`config.mk`:
```
export PLATFORM = sky130hd
export DESIGN_NAME = multicycle_main_control
export DESIGN_NICKNAME = d
export VERILOG_FILES = /design/src/rtl/multicycle_main_control.sv
export SDC_FILE = /design/constraint.sdc
export NUM_CORES = 1
export LEC_CHECK = 0
export CORE_MARGIN = 5
export CORE_UTILIZATION = 45
export CTS_CLUSTER_DIAMETER = 50
export DETAILED_ROUTE_END_ITERATION = 7
export DONT_BUFFER_PORTS = 1
export HOLD_SLACK_MARGIN = 0.05
export SETUP_SLACK_MARGIN = 0.5
export SKIP_CTS_REPAIR_TIMING = 1
export SLEW_MARGIN = 40
export SYNTH_ARGS = -nofsm -noshare
export SYNTH_HDL_FRONTEND = slang
export SYNTH_SLANG_ARGS = --single-unit
```
`constraint.sdc`:
```
create_clock -name clk -period 5.5 [get_ports clk]
set_clock_uncertainty 0.2 [all_clocks]
set_input_delay 1.1 -clock clk [delete_from_list [all_inputs] [get_ports clk]]
set_output_delay 1.1 -clock clk [all_outputs]
set_load 0.01 [all_outputs]
```
`src/rtl/multicycle_main_control.sv`:
```
// Multicycle main-control FSM for the 16-bit MIPS core.
// Sequences FETCH/DECODE/EXEC/MEM/WB, drives AluOP and the datapath strobes, and counts retired instructions.
module multicycle_main_control #(
  parameter int OPC_W  = 4,
  parameter int FUNC_W = 6,
  parameter int CNT_W  = 16
) (
  input  logic              clk,
  input  logic              rst_n,
  input  logic [OPC_W-1:0]  opcode,
  input  logic [FUNC_W-1:0] func,
  input  logic              mem_ready,
  input  logic              alu_zero,
  output logic [OPC_W-1:0]  alu_op,
  output logic              mem_req,
  output logic              mem_we,
  output logic              iord,
  output logic              ir_write,
  output logic              pc_inc,
  output logic              pc_branch,
  output logic              pc_jump,
  output logic              pc_jr,
  output logic              reg_write,
  output logic              link,
  output logic              mem_to_reg,
  output logic              illegal_op,
  output logic [2:0]        state_o,
  output logic [CNT_W-1:0]  retired
);

  typedef enum logic [2:0] {
    FETCH  = 3'd0,
    DECODE = 3'd1,
    EXEC   = 3'd2,
    MEM    = 3'd3,
    WB     = 3'd4
  } state_t;

  localparam logic [OPC_W-1:0]  OpR       = OPC_W'(0);
  localparam logic [OPC_W-1:0]  OpAddi    = OPC_W'(1);
  localparam logic [OPC_W-1:0]  OpLw      = OPC_W'(2);
  localparam logic [OPC_W-1:0]  OpSw      = OPC_W'(3);
  localparam logic [OPC_W-1:0]  OpBeq     = OPC_W'(4);
  localparam logic [OPC_W-1:0]  OpBne     = OPC_W'(5);
  localparam logic [OPC_W-1:0]  OpJ       = OPC_W'(7);
  localparam logic [OPC_W-1:0]  OpJal     = OPC_W'(8);
  localparam logic [OPC_W-1:0]  OpIllegal = OPC_W'(11);
  localparam logic [FUNC_W-1:0] FuncJr    = FUNC_W'(8);

  state_t state, nextState;
  logic   retire;

  // NOTE: sequential state uses non-blocking assignments so every register samples pre-edge values.
  always_ff @(posedge clk or negedge rst_n) begin
    if (!rst_n) begin
      state   <= FETCH;
      retired <= '0;
    end else begin
      state <= nextState;
      if (retire) retired <= retired + 1'b1;
    end
  end

  assign state_o = state;

  // NOTE: every combinational output gets a default first, so no path leaves one unassigned (no latches).
  always_comb begin
    nextState  = state;
    retire     = 1'b0;
    alu_op     = opcode;
    mem_req    = 1'b0;
    mem_we     = 1'b0;
    iord       = 1'b0;
    ir_write   = 1'b0;
    pc_inc     = 1'b0;
    pc_branch  = 1'b0;
    pc_jump    = 1'b0;
    pc_jr      = 1'b0;
    reg_write  = 1'b0;
    link       = 1'b0;
    mem_to_reg = 1'b0;
    illegal_op = 1'b0;

    case (state)
      FETCH: begin
        alu_op  = OpAddi;
        mem_req = 1'b1;
        if (mem_ready) begin
          ir_write  = 1'b1;
          pc_inc    = 1'b1;
          nextState = DECODE;
        end
      end
      DECODE: begin
        if (opcode >= OpIllegal) begin
          illegal_op = 1'b1;
          nextState  = FETCH;
        end else if (opcode == OpJ || opcode == OpJal) begin
          pc_jump   = 1'b1;
          reg_write = (opcode == OpJal);
          link      = (opcode == OpJal);
          retire    = 1'b1;
          nextState = FETCH;
        end else if (opcode == OpR && func == FuncJr) begin
          pc_jr     = 1'b1;
          retire    = 1'b1;
          nextState = FETCH;
        end else begin
          nextState = EXEC;
        end
      end
      EXEC: begin
        if (opcode == OpBeq || opcode == OpBne) begin
          pc_branch = (opcode == OpBeq) ? alu_zero : !alu_zero;
          retire    = 1'b1;
          nextState = FETCH;
        end else if (opcode == OpLw || opcode == OpSw) begin
          nextState = MEM;
        end else begin
          nextState = WB;
        end
      end
      MEM: begin
        mem_req = 1'b1;
        iord    = 1'b1;
        mem_we  = (opcode == OpSw);
        if (mem_ready) begin
          retire    = (opcode == OpSw);
          nextState = (opcode == OpSw) ? FETCH : WB;
        end
      end
      WB: begin
        reg_write  = 1'b1;
        mem_to_reg = (opcode == OpLw);
        retire     = 1'b1;
        nextState  = FETCH;
      end
      default: begin
        alu_op    = '0;
        nextState = FETCH;
      end
    endcase

    // Reset must silence the strobes at once, without waiting for a clock edge.
    if (!rst_n) begin
      alu_op     = '0;
      mem_req    = 1'b0;
      mem_we     = 1'b0;
      iord       = 1'b0;
      ir_write   = 1'b0;
      pc_inc     = 1'b0;
      pc_branch  = 1'b0;
      pc_jump    = 1'b0;
      pc_jr      = 1'b0;
      reg_write  = 1'b0;
      link       = 1'b0;
      mem_to_reg = 1'b0;
      illegal_op = 1'b0;
      retire     = 1'b0;
    end
  end

endmodule

```
# Word-level counts from Yosys, hierarchy flattened

Index checks and enable logic that the tools add are counted.

Register bits: 19
Logic and storage cells: 77

Mux-type cells: 50
Add/sub/neg operators: 1
Magnitude comparators: 1
Reductions and logical operators: 10
Equal/unequal tests: 13

Operators with widths:

| cell                                                                   | number |
|---|---|
| 1-bit 2-to-1 mux                                                       | 37 |
| 16-bit by 1-bit adder with 16-bit output (second input constant)       | 1 |
| 3-bit 2-to-1 mux                                                       | 5 |
| 4-bit by 3-bit equality test with 1-bit output (second input constant) | 3 |
| 3-bit one-hot mux with 4 select lines                                  | 1 |
| 4-bit by 2-bit equality test with 1-bit output (second input constant) | 2 |
| 4-bit one-hot mux with 2 select lines                                  | 1 |
| 3-bit by 2-bit equality test with 1-bit output (second input constant) | 2 |
| 6-bit by 4-bit equality test with 1-bit output (second input constant) | 1 |
| 2-bit 2-to-1 mux                                                       | 3 |
| 4-bit equality test (second input constant)                            | 1 |
| 4-bit >= comparator (second input constant)                            | 1 |
| 4-bit logical NOT                                                      | 1 |
| 4-bit 2-to-1 mux                                                       | 1 |
| 2-bit != test (second input constant)                                  | 2 |
| 1-bit one-hot mux with 4 select lines                                  | 1 |
| 4-bit OR reduction                                                     | 1 |
| 3-bit by 1-bit equality test with 1-bit output (second input constant) | 1 |
| 3-bit equality test (second input constant)                            | 1 |
| 3-bit logical NOT                                                      | 1 |
| 1-bit logical OR                                                       | 3 |
| 1-bit one-hot mux with 2 select lines                                  | 1 |
| 2-bit AND reduction                                                    | 1 |
| 2-bit OR reduction                                                     | 1 |
| other kinds (2)                                                        | 2 |

# Longest topological paths before layout

Depth in word-level cells: 7
Mapped depth: 7

# Worst setup path after synthesis

No wires, ideal clock.

Kind: input-to-output
Start: input port opcode[1]
End: output port reg_write
Path slack: 2.055 ns
Cell stages on the path: 4
Data required time: 4.200 ns
Path buffers: 1
Arrival: 2.145 ns
Cell sequence: buf_2 -> or4b_4 -> o21ai_0 -> nor2b_1

Cells in the longest elaborated chain, start to end: 6
Elaborated cells between the ends (all ways): 8
Those cells by class: order compare (1); eq/ne (2); mux (4); reduce/logical (1)

Ends and longest elaborated chain:

| item                                                                                         | line    | source |
|---|---|---|
| start, declared                                                                              | 10      | `input logic [OPC_W-1:0] opcode,` |
| 4-bit by 3-bit equality test with 1-bit output / 4-bit equality test (equally long branches) | 98, 100 |  |
| 1-bit logical OR                                                                             | 98      | `end else if (opcode == OpJ \|\| opcode == OpJal) begin` |
| 1-bit 2-to-1 mux                                                                             | 98      |  |
| 1-bit 2-to-1 mux (*)                                                                         | 95      | `if (opcode >= OpIllegal) begin` |
| 1-bit one-hot mux with 2 select lines (*)                                                    | 84      | `case (state)` |
| 1-bit 2-to-1 mux (*)                                                                         | 145     | `if (!rst_n) begin` |
| end, declared                                                                                | 23      | `output logic reg_write,` |

Mark *: on every way between the ends. The rest lies on a longest branch, timed or not.

# Final worst setup path

Start: input port opcode[0]
End: output port reg_write

Same word-level chain as after synthesis.

==> out/metrics.sh <==
DRT-WIRELENGTH-PER-CELL_UM=16.6
CRIT_PATH_START_KIND='primary input'
POST_SYNTH.CELL_AREA_AVG_UM2=8.87
CLOCKBUFFERDEPTH=2
TIMING.CRITICAL_PATH.FANOUT_MAX=8
SETUP-TNS-FINAL_NS=0
DRIVE_GT1_SHARE_PCT=7.25
OVERFLOW=0
FINALWORSTPATHREQUIREDPERIOD_NS=3.36
POSTSYNTH.TOPFLOPCELL='dfrtp_1'
SYNTH_MOST_COMMON_CELL='dfrtp_1'
SYNTH.NET_COUNT=155
TIMING.FINAL.CRIT_SHARE_PCT=61.0
SETUP_VIOLATIONS=0
DIE_WIDTH_UM=62.5
SYNTH_TOP_CELLS_BY_AREA='dfrtp_1 38%, xnor2_1 11%, nor2_1 5.1%'
DRTPASS1ITERATIONS=4
UNREPAIRED_SETUP_ENDPOINTS_AFTER_GLOBAL_ROUTING='false'
FLOORPLAN.DIE_AREA_UM2=3910
POST-PLACE-CELLS=165
POWER-PER-CELL-AREA_nW_PER_UM2=342
SLEW-LIMIT-HEADROOM_PCT=64.3
IR_WORST_VDD_uV=179
SYNTH-SEQ-AREA-SHARE_PCT=38.3
REQUIRED_NS=4.20
FINAL.FILL_COUNT=279
NNETSFINAL=154
TIMING_WORST_SLEW_PIN_VALUE_NS=0.531
GRT_ANTENNA_BEFORE_REPAIR=0
INSERTEDDIODECOUNT=0
CLKSINKCOUNT=19
CORE.ROWCOUNT=19
TIMING.CRITICAL_PATH.TO_TYPE='output pin'
FINALNONFILLERCELLS=169
SYNTH.FF_LATCH_COUNT=19
WORST_REG2REG_PATH_DEPTH=7
FP.DIEH_UM=62.5
CLOCK.FMAX_MHz=298
GP_ROUTABILITY_CONGESTION=0.836
GLOBALROUTETOTALUTIL_PCT=14.7
SYNTH_CELL_TYPES=37
YOSYS-TOP-CELLS-COUNT='19 x dfrtp_1, 17 x nor2_1, 15 x xnor2_1'
TOTAL_DRC_ERRORS_IN_THE_ROUTED_LAYOUT=0
DRT-TOTAL-WL_UM=2800
GRT_PASS1_WL_UM=4770
CTS_HTREE_LEVELS=1
WORST_SETUP_HOLD_PATH_CLK_SLEW_NS=0.11
MAXCAPVIOLCOUNT=0
LEAKAGE_DISSIPATION_nW=0.539
NETLIST.TOP_CELL.BY_AREA='dfrtp_1'
FP.COREAREA_UM2=2710
MAPPEDNETLISTAREA_UM2=1240
DETAILED_ROUTE_VIA_COUNT=1040
AREA_GROWTH_SYN_TO_FIN_PCT=1.61
ARRIVAL_TIME_AT_THE_WORST_ENDPOINT_NS=2.06
POST-SYNTH-TOP-AREA-FRACTION_PCT=38.3
R2R_SLACK_NS=3.14
TOTAL_COUNT_OF_MAX_TRANSITION_VIOLATIONS_IN_THE_FINAL_REPORT=0
WORST_SKEW_PAIR.LATE_LATENCY_NS=0.29
GRT_START_MAX_NET_PINS=34
SYNTHARSTFLOPSHARE_PCT=100
DRT.ANTENNA.VIOLATING_NETS=0
OUTCOME='finished clean'
DETAILEDPLACEMENTHPWL_UM=2170
HP_CLASS='in -> async'
SYNTH_ENABLE_FLOP_CELLS=0
GATE_COUNT_OF_THE_MAPPED_NETLIST=140
REGTOREGSTARTPOINT='state_o[1]'
CRITICAL_PATH.REG2REG.ENDPOINT='retired[11]'
HOLD_FAILS_FINAL_RPT=0
CTS_MADE_BUFFERS=3
PORT-BUFFER-COUNT=0
NUMBER_OF_PORTS_PLACED_ON_THE_DIE_BOUNDARY=49
FIRST_GLOBAL_VIAS=1005
DETAIL_ROUTE.VIAS_PER_CELL=6.15
BUFFER_TYPE_AT_THE_CLOCK_TREE_ROOT='clkbuf_4'
FLOORPLAN.INITIALDENSITY_PCT=45.8
DRT_FIRST_ITER_VIOLATIONS=62
SYNTHESIS.YOSYS.WARNINGS=0
TRITONCTS='built'
WORSTSETUPPATHTYPE='in -> out'
[per-layer routing]
layer | GRT usage, % | share of wire (%) | up-vias | wire, µm
met2 | 21.1 | 44 | 35 | 1220
met1 | 20.8 | 47 | 506 | 1320
met3 | 5.40 | 7.9 | 4 | 220
met4 | 3.45 | 1.1 | 0 | 32
li1 | - | - | 495 | -
met5 | 0 | 0 | - | 0
[cell type report]
type | instances | area, µm² | area share, %
repair buffers | 2 | 10.0 | 0.793
flip-flops and latches | 19 | 475 | 37.7
well taps | 31 | 38.8 | 3.07
inverters | 5 | 18.8 | 1.49
multi-input cells | 108 | 693 | 54.9
clock buffers | 4 | 26.3 | 2.08
[cell families after synthesis]
group,Yosys count,synth area share [%]
simple gates,61,24.8
compound gates,27,16.0
flops,19,38.3
xor+xnor,17,12.0
buf+inv,13,5.94
mux,2,2.01
fa+ha+maj,1,1.01
[worst max-delay path, stage by stage]
cell     delay [ns]
or4b_4         0.55
o21ai_0        0.16
nor2b_1        0.25
[worst max-delay path by stage]
stage,startpoint,end,cells after the start
finish,opcode[0],reg_write,3
global route,opcode[0],reg_write,3
CTS,opcode[0],reg_write,3
detailed placement,opcode[0],reg_write,3
global placement,opcode[0],reg_write,3
floorplan,opcode[1],reg_write,4
[power breakdown]
| part | switching, W | internal, W | total, W |
|---|---|---|---|
| Combinational | 0.0000859 | 0.0000559 | 0.000142 |
| Clock | 0.0000404 | 0.0000282 | 0.0000686 |
| Sequential | 0.0000594 | 0.000162 | 0.000222 |
| Total | 0.000186 | 0.000247 | 0.000432 |
[cells in the final DEF, fill, tap and decap left out, types with 2 or more instances in the layout]
master,count
and4_1,2
nand2_1,14
o21ai_0,5
nor2b_1,3
nor4_1,2
and3_1,3
nor2_1,17
o211ai_1,5
o2111ai_1,4
o21ai_1,3
nand3_1,6
inv_1,5
buf_2,2
nor3_1,5
dfrtp_1,19
xnor2_1,15
nand4_1,4
xor2_1,2
a21oi_1,3
clkbuf_4,3
[per-stage QoR]
stage / cell area (µm²) / utilization, % / setup slack, ns / hold slack [ns] / total power [W]
finish: 1260 / 46.6 / 2.14 / 0.283 / 0.000432
global route: 1260 / 46.6 / 2.08 / 0.248 / 0.000469
CTS: 1260 / 46.6 / 2.14 / 0.276 / 0.000438
detailed placement: 1240 / 45.6 / 2.14 / 0.337 / 0.000367
global placement: 1230 / 45.2 / 2.13 / 0.339 / 0.000360
floorplan: 1240 / - / 2.05 / 0.308 / 0.000339
[registers in the layout, summed over array words and instances (netlist names)]
signal   count
state_o      3
retired     16
Note: power is estimated with default switching activity, not from simulation.
